## src/rtl/mcr3_dl_pkg.sv

```systemverilog
// Shared types and address-layout constants for the MCR3 mono ROM download
// sequencer.
//   region_e : where a downloaded byte lands
//   state_e  : sequencer FSM states
//   gfx1_base/snd_base/snd_end : layout boundaries for the two sound-board
//   variants (SG=1 Sounds Good, SG=0 Turbo Cheap Squeak).
package mcr3_dl_pkg;

  typedef enum logic [2:0] {MAIN, SPR, GFX1, SND, DROP} region_e;
  typedef enum logic [2:0] {IDLE, ISSUE, WAIT1, WAIT2, DONE} state_e;

  localparam logic [24:0] SPR_BASE     = 25'h10000;
  localparam logic [24:0] SG1_GFX1     = 25'h50000;
  localparam logic [24:0] SG1_SND      = 25'h58000;
  localparam logic [24:0] SG1_SND_END  = 25'h78000;
  localparam logic [24:0] SG0_GFX1     = 25'h30000;
  localparam logic [24:0] SG0_SND      = 25'h38000;
  localparam logic [24:0] SG0_SND_END  = 25'h40000;

  function automatic logic [24:0] gfx1_base(input bit sg);
    return sg ? SG1_GFX1 : SG0_GFX1;
  endfunction

  function automatic logic [24:0] snd_base(input bit sg);
    return sg ? SG1_SND : SG0_SND;
  endfunction

  function automatic logic [24:0] snd_end(input bit sg);
    return sg ? SG1_SND_END : SG0_SND_END;
  endfunction

endpackage

```

## src/rtl/dl_reset_gen.sv

```systemverilog
// Post-download reset generator.
//   clk_sys, reset_n     : clock, async active-low reset
//   ioctl_downl          : download active
//   status_reset         : OSD reset
//   button_reset         : board reset button
//   rom_loaded           : set when a download finishes (downl 1->0)
//   core_reset           : registered core reset
module dl_reset_gen #(
  parameter logic [15:0] RST_HOLD = 16'hFFFF
) (
  input  logic clk_sys,
  input  logic reset_n,
  input  logic ioctl_downl,
  input  logic status_reset,
  input  logic button_reset,
  output logic rom_loaded,
  output logic core_reset
);

  logic        downl_q;
  logic        loaded_q, loaded_d;
  logic        rst_q, rst_d;
  logic [15:0] cnt_q, cnt_d;

  always_comb begin
    loaded_d = loaded_q;
    if (downl_q && !ioctl_downl) loaded_d = 1'b1;
    // Button clears even if the download ends on the same cycle.
    if (button_reset) loaded_d = 1'b0;

    if (status_reset || button_reset || !loaded_q) cnt_d = RST_HOLD;
    else if (cnt_q != 16'd0)                       cnt_d = cnt_q - 16'd1;
    else                                           cnt_d = cnt_q;

    // The counter==1 term gives one extra reset pulse once the hold expires.
    rst_d = status_reset | button_reset | ioctl_downl | ~loaded_q
          | (cnt_q == 16'd1);
  end

  always_ff @(posedge clk_sys or negedge reset_n) begin
    if (!reset_n) begin
      downl_q  <= 1'b0;
      loaded_q <= 1'b0;
      cnt_q    <= RST_HOLD;
      rst_q    <= 1'b1;
    end else begin
      downl_q  <= ioctl_downl;
      loaded_q <= loaded_d;
      cnt_q    <= cnt_d;
      rst_q    <= rst_d;
    end
  end

  assign rom_loaded = loaded_q;
  assign core_reset = rst_q;

endmodule

```

## src/rtl/rom_dl_sequencer.sv

```systemverilog
// ROM download sequencer: routes host ioctl byte writes to SDRAM port1
// (main/sound CPU ROM), SDRAM port2 (sprite ROM, swizzled for 32-bit words)
// or the GFX1 RAM, runs the toggle req/ack handshake, and acks the host.
//   ioctl_*        : host download interface (ioctl_ack = byte committed)
//   port1_*/port2_*: SDRAM toggle-handshake ports, port_ds/port_d/port_we shared
//   gfx1_*         : GFX1 RAM write pulse, offset address, data
//   status_reset, button_reset, rom_loaded, core_reset : reset generation
//   dl_overrun     : sticky, a write edge arrived while busy
module rom_dl_sequencer
  import mcr3_dl_pkg::*;
#(
  parameter bit          SG       = 1'b1,
  parameter logic [15:0] RST_HOLD = 16'hFFFF
) (
  input  logic        clk_sys,
  input  logic        reset_n,
  input  logic        ioctl_downl,
  input  logic        ioctl_wr,
  input  logic [24:0] ioctl_addr,
  input  logic [7:0]  ioctl_dout,
  output logic        ioctl_ack,
  output logic        port1_req,
  input  logic        port1_ack,
  output logic [23:0] port1_a,
  output logic        port2_req,
  input  logic        port2_ack,
  output logic [23:0] port2_a,
  output logic [1:0]  port_ds,
  output logic [15:0] port_d,
  output logic        port_we,
  output logic        gfx1_wr,
  output logic [14:0] gfx1_addr,
  output logic [7:0]  gfx1_data,
  input  logic        status_reset,
  input  logic        button_reset,
  output logic        rom_loaded,
  output logic        core_reset,
  output logic        dl_overrun
);

  localparam logic [24:0] GFX1_BASE = gfx1_base(SG);
  localparam logic [24:0] SND_BASE  = snd_base(SG);
  localparam logic [24:0] SND_END   = snd_end(SG);

  state_e      state_q, state_d;
  region_e     region_q, region_in;
  logic        wr_q, new_byte, take;
  logic        p1_req_q, p1_req_d, p2_req_q, p2_req_d;
  logic        ovr_q, ovr_d;
  logic        ack_c, gwr_c;
  logic [23:0] p1_a_q, p2_a_q;
  logic [1:0]  ds_q;
  logic [7:0]  byte_q;
  logic [14:0] gfx_a_q;

  logic [17:0] s_snd;
  logic [23:0] snd_sw, s_spr, p1_map, spr_map;
  logic [14:0] gfx_off;

  assign new_byte = ioctl_downl & ioctl_wr & ~wr_q;

  // Classify and map the incoming address; only latched when accepted.
  always_comb begin
    if      (ioctl_addr < SPR_BASE)  region_in = MAIN;
    else if (ioctl_addr < GFX1_BASE) region_in = SPR;
    else if (ioctl_addr < SND_BASE)  region_in = GFX1;
    else if (ioctl_addr < SND_END)   region_in = SND;
    else                             region_in = DROP;

    // Sounds Good sound ROM: bit 16 of the offset moves down to bit 0.
    s_snd  = 18'(ioctl_addr - SND_BASE);
    snd_sw = SND_BASE[23:0] + {6'b0, s_snd[17], s_snd[15:0], s_snd[16]};
    p1_map = (SG && region_in == SND) ? snd_sw : ioctl_addr[23:0];

    // Sprite planes interleave into 32-bit words: plane select to low bits.
    s_spr   = 24'(ioctl_addr - SPR_BASE);
    spr_map = SG ? {s_spr[23:18], s_spr[15:0], s_spr[17:16]}
                 : {s_spr[23:17], s_spr[14:0], s_spr[16:15]};

    gfx_off = 15'(ioctl_addr - GFX1_BASE);
  end

  always_comb begin
    state_d  = state_q;
    p1_req_d = p1_req_q;
    p2_req_d = p2_req_q;
    take     = 1'b0;
    ack_c    = 1'b0;
    gwr_c    = 1'b0;
    ovr_d    = ovr_q | (new_byte && state_q != IDLE);
    case (state_q)
      IDLE: if (new_byte) begin
        take    = 1'b1;
        state_d = ISSUE;
      end
      ISSUE: case (region_q)
        MAIN, SND: begin
          p1_req_d = ~p1_req_q;
          state_d  = WAIT1;
        end
        SPR: begin
          p2_req_d = ~p2_req_q;
          state_d  = WAIT2;
        end
        GFX1: begin
          gwr_c   = 1'b1;
          state_d = DONE;
        end
        default: state_d = DONE;
      endcase
      // No timeout: the handshake always completes, even if downl drops.
      WAIT1: if (p1_req_q == port1_ack) state_d = DONE;
      WAIT2: if (p2_req_q == port2_ack) state_d = DONE;
      DONE: begin
        ack_c   = 1'b1;
        state_d = IDLE;
      end
      default: state_d = IDLE;
    endcase
  end

  always_ff @(posedge clk_sys or negedge reset_n) begin
    if (!reset_n) state_q <= IDLE;
    else          state_q <= state_d;
  end

  always_ff @(posedge clk_sys or negedge reset_n) begin
    if (!reset_n) begin
      wr_q     <= 1'b0;
      p1_req_q <= 1'b0;
      p2_req_q <= 1'b0;
      ovr_q    <= 1'b0;
      region_q <= MAIN;
      byte_q   <= '0;
      p1_a_q   <= '0;
      p2_a_q   <= '0;
      ds_q     <= '0;
      gfx_a_q  <= '0;
    end else begin
      wr_q     <= ioctl_wr;
      p1_req_q <= p1_req_d;
      p2_req_q <= p2_req_d;
      ovr_q    <= ovr_d;
      if (take) begin
        region_q <= region_in;
        byte_q   <= ioctl_dout;
        case (region_in)
          MAIN, SND: begin
            p1_a_q <= p1_map;
            ds_q   <= {p1_map[0], ~p1_map[0]};
          end
          SPR: begin
            p2_a_q <= spr_map;
            ds_q   <= {spr_map[0], ~spr_map[0]};
          end
          GFX1:    gfx_a_q <= gfx_off;
          default: ;
        endcase
      end
    end
  end

  assign ioctl_ack  = ack_c;
  assign port1_req  = p1_req_q;
  assign port2_req  = p2_req_q;
  assign port1_a    = p1_a_q;
  assign port2_a    = p2_a_q;
  assign port_ds    = ds_q;
  assign port_d     = {byte_q, byte_q};
  assign port_we    = ioctl_downl;
  assign gfx1_wr    = gwr_c;
  assign gfx1_addr  = gfx_a_q;
  assign gfx1_data  = byte_q;
  assign dl_overrun = ovr_q;

  dl_reset_gen #(.RST_HOLD(RST_HOLD)) u_rst (
    .clk_sys      (clk_sys),
    .reset_n      (reset_n),
    .ioctl_downl  (ioctl_downl),
    .status_reset (status_reset),
    .button_reset (button_reset),
    .rom_loaded   (rom_loaded),
    .core_reset   (core_reset)
  );

endmodule
```

## config.mk

```make
export PLATFORM = sky130hd
export DESIGN_NAME = rom_dl_sequencer
export DESIGN_NICKNAME = d
export VERILOG_FILES = /design/src/rtl/mcr3_dl_pkg.sv /design/src/rtl/dl_reset_gen.sv /design/src/rtl/rom_dl_sequencer.sv
export SDC_FILE = /design/constraint.sdc
export NUM_CORES = 1
export LEC_CHECK = 0
export ABC_AREA = 1
export CORE_AREA = 2 2 144 90
export CTS_CLUSTER_DIAMETER = 30
export DETAILED_ROUTE_END_ITERATION = 8
export DIE_AREA = 0 0 146 92
export PLACE_DENSITY = 0.7
export SETUP_SLACK_MARGIN = 0.4
export SLEW_MARGIN = 25
export SYNTH_ARGS = -nofsm -noshare
export SYNTH_HDL_FRONTEND = slang
export SYNTH_SLANG_ARGS = --single-unit
```

## constraint.sdc

```tcl
create_clock -name clk_sys -period 1.97 [get_ports clk_sys]
set_clock_uncertainty 0.05 [all_clocks]
set_input_delay 0.4925 -clock clk_sys [delete_from_list [all_inputs] [get_ports clk_sys]]
set_output_delay 0.4925 -clock clk_sys [all_outputs]
set_load 0.02 [all_outputs]
```

### Word-level counts from Yosys, hierarchy flattened

Index checks and enable logic that the tools add are counted.

| storage, ports and cells | value |
|---|---|
| logic and storage cells | 96 |
| flip-flop bits (word level) | 102 |
| output and inout port bits | 97 |
| input port bits | 41 |

| operators by class | value |
|---|---|
| magnitude comparators | 4 |
| eq/ne operators | 16 |
| muxes and demuxes | 20 |
| reduce and logical (&&, ||, !) cells | 23 |
| bitwise gates (word level) | 13 |
| add/subtract/negate cells | 5 |

Operators by type and width:

| kind | count |
|---|---|
| 25-bit by 19-bit < comparator with 1-bit output, second input constant | 3 |
| 16-bit two-way mux | 2 |
| 25-bit by 17-bit < comparator with 1-bit output, second input constant | 1 |
| 24-bit two-way mux | 1 |
| 24-bit by 17-bit subtractor with 24-bit output, second input constant | 1 |
| 3-bit two-way mux | 7 |
| 19-bit by 18-bit adder with 20-bit output, first input constant | 1 |
| 3-bit by 2-bit == test with 1-bit output, second input constant | 6 |
| 18-bit by 17-bit subtractor with 18-bit output, second input constant | 1 |
| 16-bit by 1-bit == test with 1-bit output, second input constant | 1 |
| 16-bit nonzero test | 1 |
| 16-bit by 1-bit subtractor with 16-bit output, second input constant | 1 |
| 15-bit by 1-bit subtractor with 15-bit output, second input constant | 1 |
| 3-bit case mux with 4 select lines | 1 |
| 2-bit AND reduction | 6 |
| 3-bit by 1-bit == test with 1-bit output, second input constant | 3 |
| 3-bit zero test | 3 |
| 1-bit two-way mux | 7 |
| 2-bit inequality test, second input constant | 3 |
| 1-bit NOT | 6 |
| 3-bit case mux with 2 select lines | 1 |
| 2-bit nonzero test | 3 |
| 1-bit OR | 5 |
| 2-bit case mux with 2 select lines | 1 |
| 9 further kinds | 15 |

### Logic depth before layout (Yosys ltp)

| depth | value |
|---|---|
| word-level depth | 9 |
| depth in mapped cells | 12 |
| depth with buffers taken out | 11 |

### Modules after synthesis

Synthesis repeated with hierarchy kept, for this count alone.

| unflattened totals | value |
|---|---|
| cell total of the unflattened synthesis | 590 |
| area, all modules | 5059.9 µm² |

Modules (own cells, without submodules):

| module | instances | cells an instance | area each (µm²) |
|---|---|---|---|
| rom_dl_sequencer | 1 | 442 | 3901.2 |
| dl_reset_gen | 1 | 148 | 1158.6 |

### Least setup slack after synthesis

OpenSTA, ideal clock, no wires.

| timing path | value |
|---|---|
| kind | in2reg |
| start | input port ioctl_addr[15] |
| end | register p2_a_q[2] (netlist: port2_a[2]) |
| slack | 0.285 ns |
| required time | 1.798 ns |
| data arrival time | 1.513 ns |
| setup time | 0.122 ns |
| cell stages on the path | 10 |
| path through | ha_1 nand2_1 nand2_4 nand2_4 nand2_4 nor2_4 nand2_4 buf_4 nand2_1 o21ai_1 |

| between the ends | value |
|---|---|
| longest elaborated chain between the ends | 7 |
| elaborated cells on any way between the ends | 10 |
| those cells by class | order compare (4); eq/ne (1); mux (4); reduce/logical (1) |

Ends and longest elaborated chain:

| what | RTL line | text |
|---|---|---|
| from (decl) | rom_dl_sequencer.sv:19 | `input logic [24:0] ioctl_addr,` |
| 25-bit by 19-bit < comparator with 1-bit output | rom_dl_sequencer.sv:67 | `else if (ioctl_addr < SND_END) region_in = SND;` |
| 3-bit two-way mux | rom_dl_sequencer.sv:67 |  |
| 3-bit two-way mux | rom_dl_sequencer.sv:66 | `else if (ioctl_addr < SND_BASE) region_in = GFX1;` |
| 3-bit two-way mux | rom_dl_sequencer.sv:65 | `else if (ioctl_addr < GFX1_BASE) region_in = SPR;` |
| 3-bit two-way mux (*) | rom_dl_sequencer.sv:64 | `if (ioctl_addr < SPR_BASE) region_in = MAIN;` |
| 3-bit by 1-bit == test with 1-bit output (*) | rom_dl_sequencer.sv:147 | `case (region_in)` |
| 2-bit AND reduction (no line) (*) | -- |  |
| to (signal assigned) | rom_dl_sequencer.sv:153 | `p2_a_q <= spr_map;` |
| to (decl) | rom_dl_sequencer.sv:51 | `logic [23:0] p1_a_q, p2_a_q;` |

Mark *: on every way between the ends. The rest lies on a longest branch, timed or not.
A chain may end at the register's enable or synchronous reset.

### Worst setup path after layout

| timing path | value |
|---|---|
| start | register region_q[0] |
| end | output port gfx1_wr |

| between the ends | value |
|---|---|
| longest elaborated chain between the ends | 3 |

Ends and longest elaborated chain:

| what | RTL line | text |
|---|---|---|
| from (decl) | rom_dl_sequencer.sv:46 | `region_e region_q, region_in;` |
| from (signal assigned) | rom_dl_sequencer.sv:145 | `region_q <= region_in;` |
| 3-bit by 2-bit == test with 1-bit output | rom_dl_sequencer.sv:96 | `ISSUE: case (region_q)` |
| 1-bit two-way mux | rom_dl_sequencer.sv:96 |  |
| 1-bit two-way mux | rom_dl_sequencer.sv:91 | `case (state_q)` |
| to (decl) | rom_dl_sequencer.sv:31 | `output logic gfx1_wr,` |

No other way between the ends.

==> results.py <==
metrics = {
    "final_layout": {
        "fin_nets": 848,
        "finish.utilization_pct": 64.5,
        "instances_no_fill": 976,
        "drive_gt1_share_pct": 48.4,
        "diodes": 0,
        "area_delta_synth_final_pct": 63.0,
    },
    "route": {
        "avgRoutedWirePerCell_um": 16.4,
        "post_drt_via_cell_ratio": 4.88,
        "drcViolationCount": 0,
        "firstDrtPassIters": 4,
        "routed_wl_um": 16000,
        "met2_wirelength_um": 7820,
        "wl_met1_um": 6780,
        "top_layer": "met4",
        "vias": 4760,
        "postRouteAntennaNets": 0,
        "drtIter0Drc": 293,
        "wl_met3_um": 1160,
    },
    "logic_synthesis": {
        "ys_types": 32,
        "yosysTopAreaCell": "dfrtp_1",
        "synth_edf_count": 0,
        "yosysSeqAreaShare_pct": 52.7,
        "synth_area_mm2": 0.00488,
        "ys_warn_count": 0,
        "syn_inst": 586,
        "ys_ff_latch": 102,
        "ys_async_sr_fraction_pct": 100,
        "yosys_most_used_dff": "dfrtp_1",
        "netlist.area_leader.share_pct": 43.6,
        "yosys-top-cells-area": "dfrtp_1, nand2_1, dfstp_2, inv_1, o21ai_1",
        "synth.cells.most_frequent": "nand2_1, dfrtp_1, inv_1",
        "syn_area_per_cell_um2": 8.33,
        "syn_nets": 633,
        "synth_most_common_cell": "nand2_1",
    },
    "setup_path": {
        "cp_top_family": "flip-flops",
        "worst_path_largest_cell_delay_ps": 380,
        "critical_path.cell_chain": "inv_1, nand2_1, nor2_1, buf_4",
        "arrival_ps": 1340,
        "crit_fanout": 4,
        "crit_buf_inv": 2,
        "r2r_slack_ps": 140,
        "path_class": "register to primary output",
        "startpoint_type": "register",
        "cp-end-kind": "primary output",
        "r2r-end": "gfx1_addr[14]",
        "worstReg2RegStart": "state_q[2]",
        "worst_path_max_delay_cell": "dfrtp_1",
        "worstPathRequired_ps": 1430,
        "reg2regPathDepth": 9,
    },
    "timing": {
        "holdWs_ps": 131,
        "worst_slew_pin_slew_ps": 556,
        "finalSetupViolations": 0,
        "final_hold_viol_count": 0,
        "grt_setup_unrepaired": "yes",
        "fmaxAchievable_mhz": 530,
        "finalCritPeriodShare_pct": 95.7,
        "max-slew-margin-rel_pct": 62.9,
        "fin_tns_setup_ps": 0,
        "maxSlewViolCount": 0,
        "period_minus_slack_ps": 1890,
    },
    "global_route": {
        "grt_pass1_wl_um": 24500,
        "grt_start_max_net_pins": 103,
        "antenna_found_initial": 0,
        "grt_pass1_vias": 4803,
        "track_usage_pct": 23.0,
        "grt_overflow": 0,
    },
    "die": {
        "die_h_um": 92,
        "core_mm2": 0.0123,
        "fp.dieW_um": 146,
        "die-area_mm2": 0.0134,
        "rows": 32,
        "start_util_pct": 39.6,
        "io_pins": 138,
    },
    "clocking": {
        "hold_buffers": 0,
        "cts_buffers": 9,
        "clk_pin_slew_worst_paths_ps": 70,
        "htreeDepth": 3,
        "clockRootBuffer": "clkbuf_16",
        "cts_sinks": 102,
        "worstSkewPairLatency_ps": 340,
        "cts_tree": "yes",
        "ctsLongestPathBuffers": 2,
    },
    "min_path": {
        "hold_path_class": "primary input to asynchronous set/reset pin",
    },
    "pwr": {
        "p_leak_uw": 0.00399,
        "vdd_ir_drop_max_mv": 0.419,
        "power_density_mw_per_mm2": 773,
        "fin_total_pwr_uw": 6150,
    },
    "placed_design": {
        "port_buffers": 137,
        "dpl.cell_count": 901,
        "hpwl_um": 9610,
        "gp_congestion": 0.911,
    },
    "job": {
        "drv_cap": 0,
    },
    "outcome": {
        "status": "complete, no violations",
    },
}
worst reg2reg max path, stage by stage, from the launching register on:
cell	delay (ps)
dfrtp_1	420
buf_6	130
buf_6	120
nor3_4	220
nand2_2	130
clkinv_4	100
nand3_4	150
buf_12	180
clkbuf_16	160
o21ai_2	100
metrics by stage:
stage	instance area (um2)	setup slack, ps
global route	7960	24.5
detailed placement	6640	-339
CTS	7630	86.5
floorplan	4940	385
finish	7960	83.8
global placement	6640	-285
logic make-up (layout without fill, tap and decap cells):
kind of cell	after synthesis	count (layout)	synth area share, %
AO/OA/AOI/OAI	84	84	8.82
XOR/XNOR	7	7	1.26
adder cells (fa/ha/maj)	6	6	1.54
buffers and inverters	104	322	10.4
flip-flops	102	102	52.7
AND/OR/NAND/NOR	283	285	25.3
cell usage in the layout (no fill, tap or decap), types with 12 or more instances in the layout:
| cell type | synthesis | final |
|---|---|---|
| nand2_1 | 191 | 134 |
| dfrtp_1 | 85 | 85 |
| buf_4 | 18 | 62 |
| buf_2 | 10 | 55 |
| inv_1 | 64 | 54 |
| nand2_2 | 2 | 35 |
| o21ai_2 | 0 | 30 |
| nand2_4 | 4 | 27 |
| clkdlybuf4s50_1 | 0 | 26 |
| clkbuf_2 | 0 | 24 |
| nor2_1 | 39 | 23 |
| clkdlybuf4s15_2 | 0 | 23 |
| o21ai_1 | 39 | 21 |
| buf_6 | 5 | 21 |
| o21ai_0 | 31 | 19 |
| dfstp_2 | 17 | 17 |
| nand3_1 | 20 | 16 |
| nor2_4 | 3 | 15 |
| clkbuf_16 | 0 | 12 |
report_power, final:
group / total (uW) / internal [uW] / switching [uW]
clock: 1780 / 992 / 791
combinational: 1920 / 811 / 1110
sequential: 2450 / 2280 / 171
total: 6150 / 4090 / 2070
registers in the layout (all words and copies together) (netlist names), 2 cells and up:
register,flops
port1_a,24
port2_a,24
u_rst.cnt_q,16
gfx1_addr,15
gfx1_data,8
region_q,3
state_q,3
port_ds,2
worst max-delay path by stage:
stage                    from            to  slack [ps]  cells after the start
2_1_floorplan  ioctl_addr[15]   port2_a[16]         390                      9
3_3_place_gp   ioctl_addr[15]  gfx1_addr[0]        -280                      9
3_5_place_dp   ioctl_addr[16]   port1_a[11]        -340                     11
4_1_cts            state_q[0]       gfx1_wr          90                      5
5_1_grt            state_q[1]       gfx1_wr          20                      4
6_report          region_q[0]       gfx1_wr          80                      4
metal layers:
layer  vias up  track usage, %
li1       2263               -
met1      2299            30.1
met2       179            37.9
met3        19            6.82
met4         0            5.74
met5         -               0
final cells by class:
cell class                 count  area [um2]
inverter                      69         277
clock buffer                  11         233
sequential                   102        2570
tap                          170         213
multi-input combinational    382        2450
fill                        1032        4370
timing repair buffer         237        2160
clock inverter                 5        57.6
timing repair:
item | CTS | global route
setup endpoints to repair | 189 | 157
pin swaps | 29 | 39
cloned | 12 | 3
setup buffers | 25 | 19
resized for setup | 386 | 228
No activity file was read; power rests on OpenSTA's default activity.
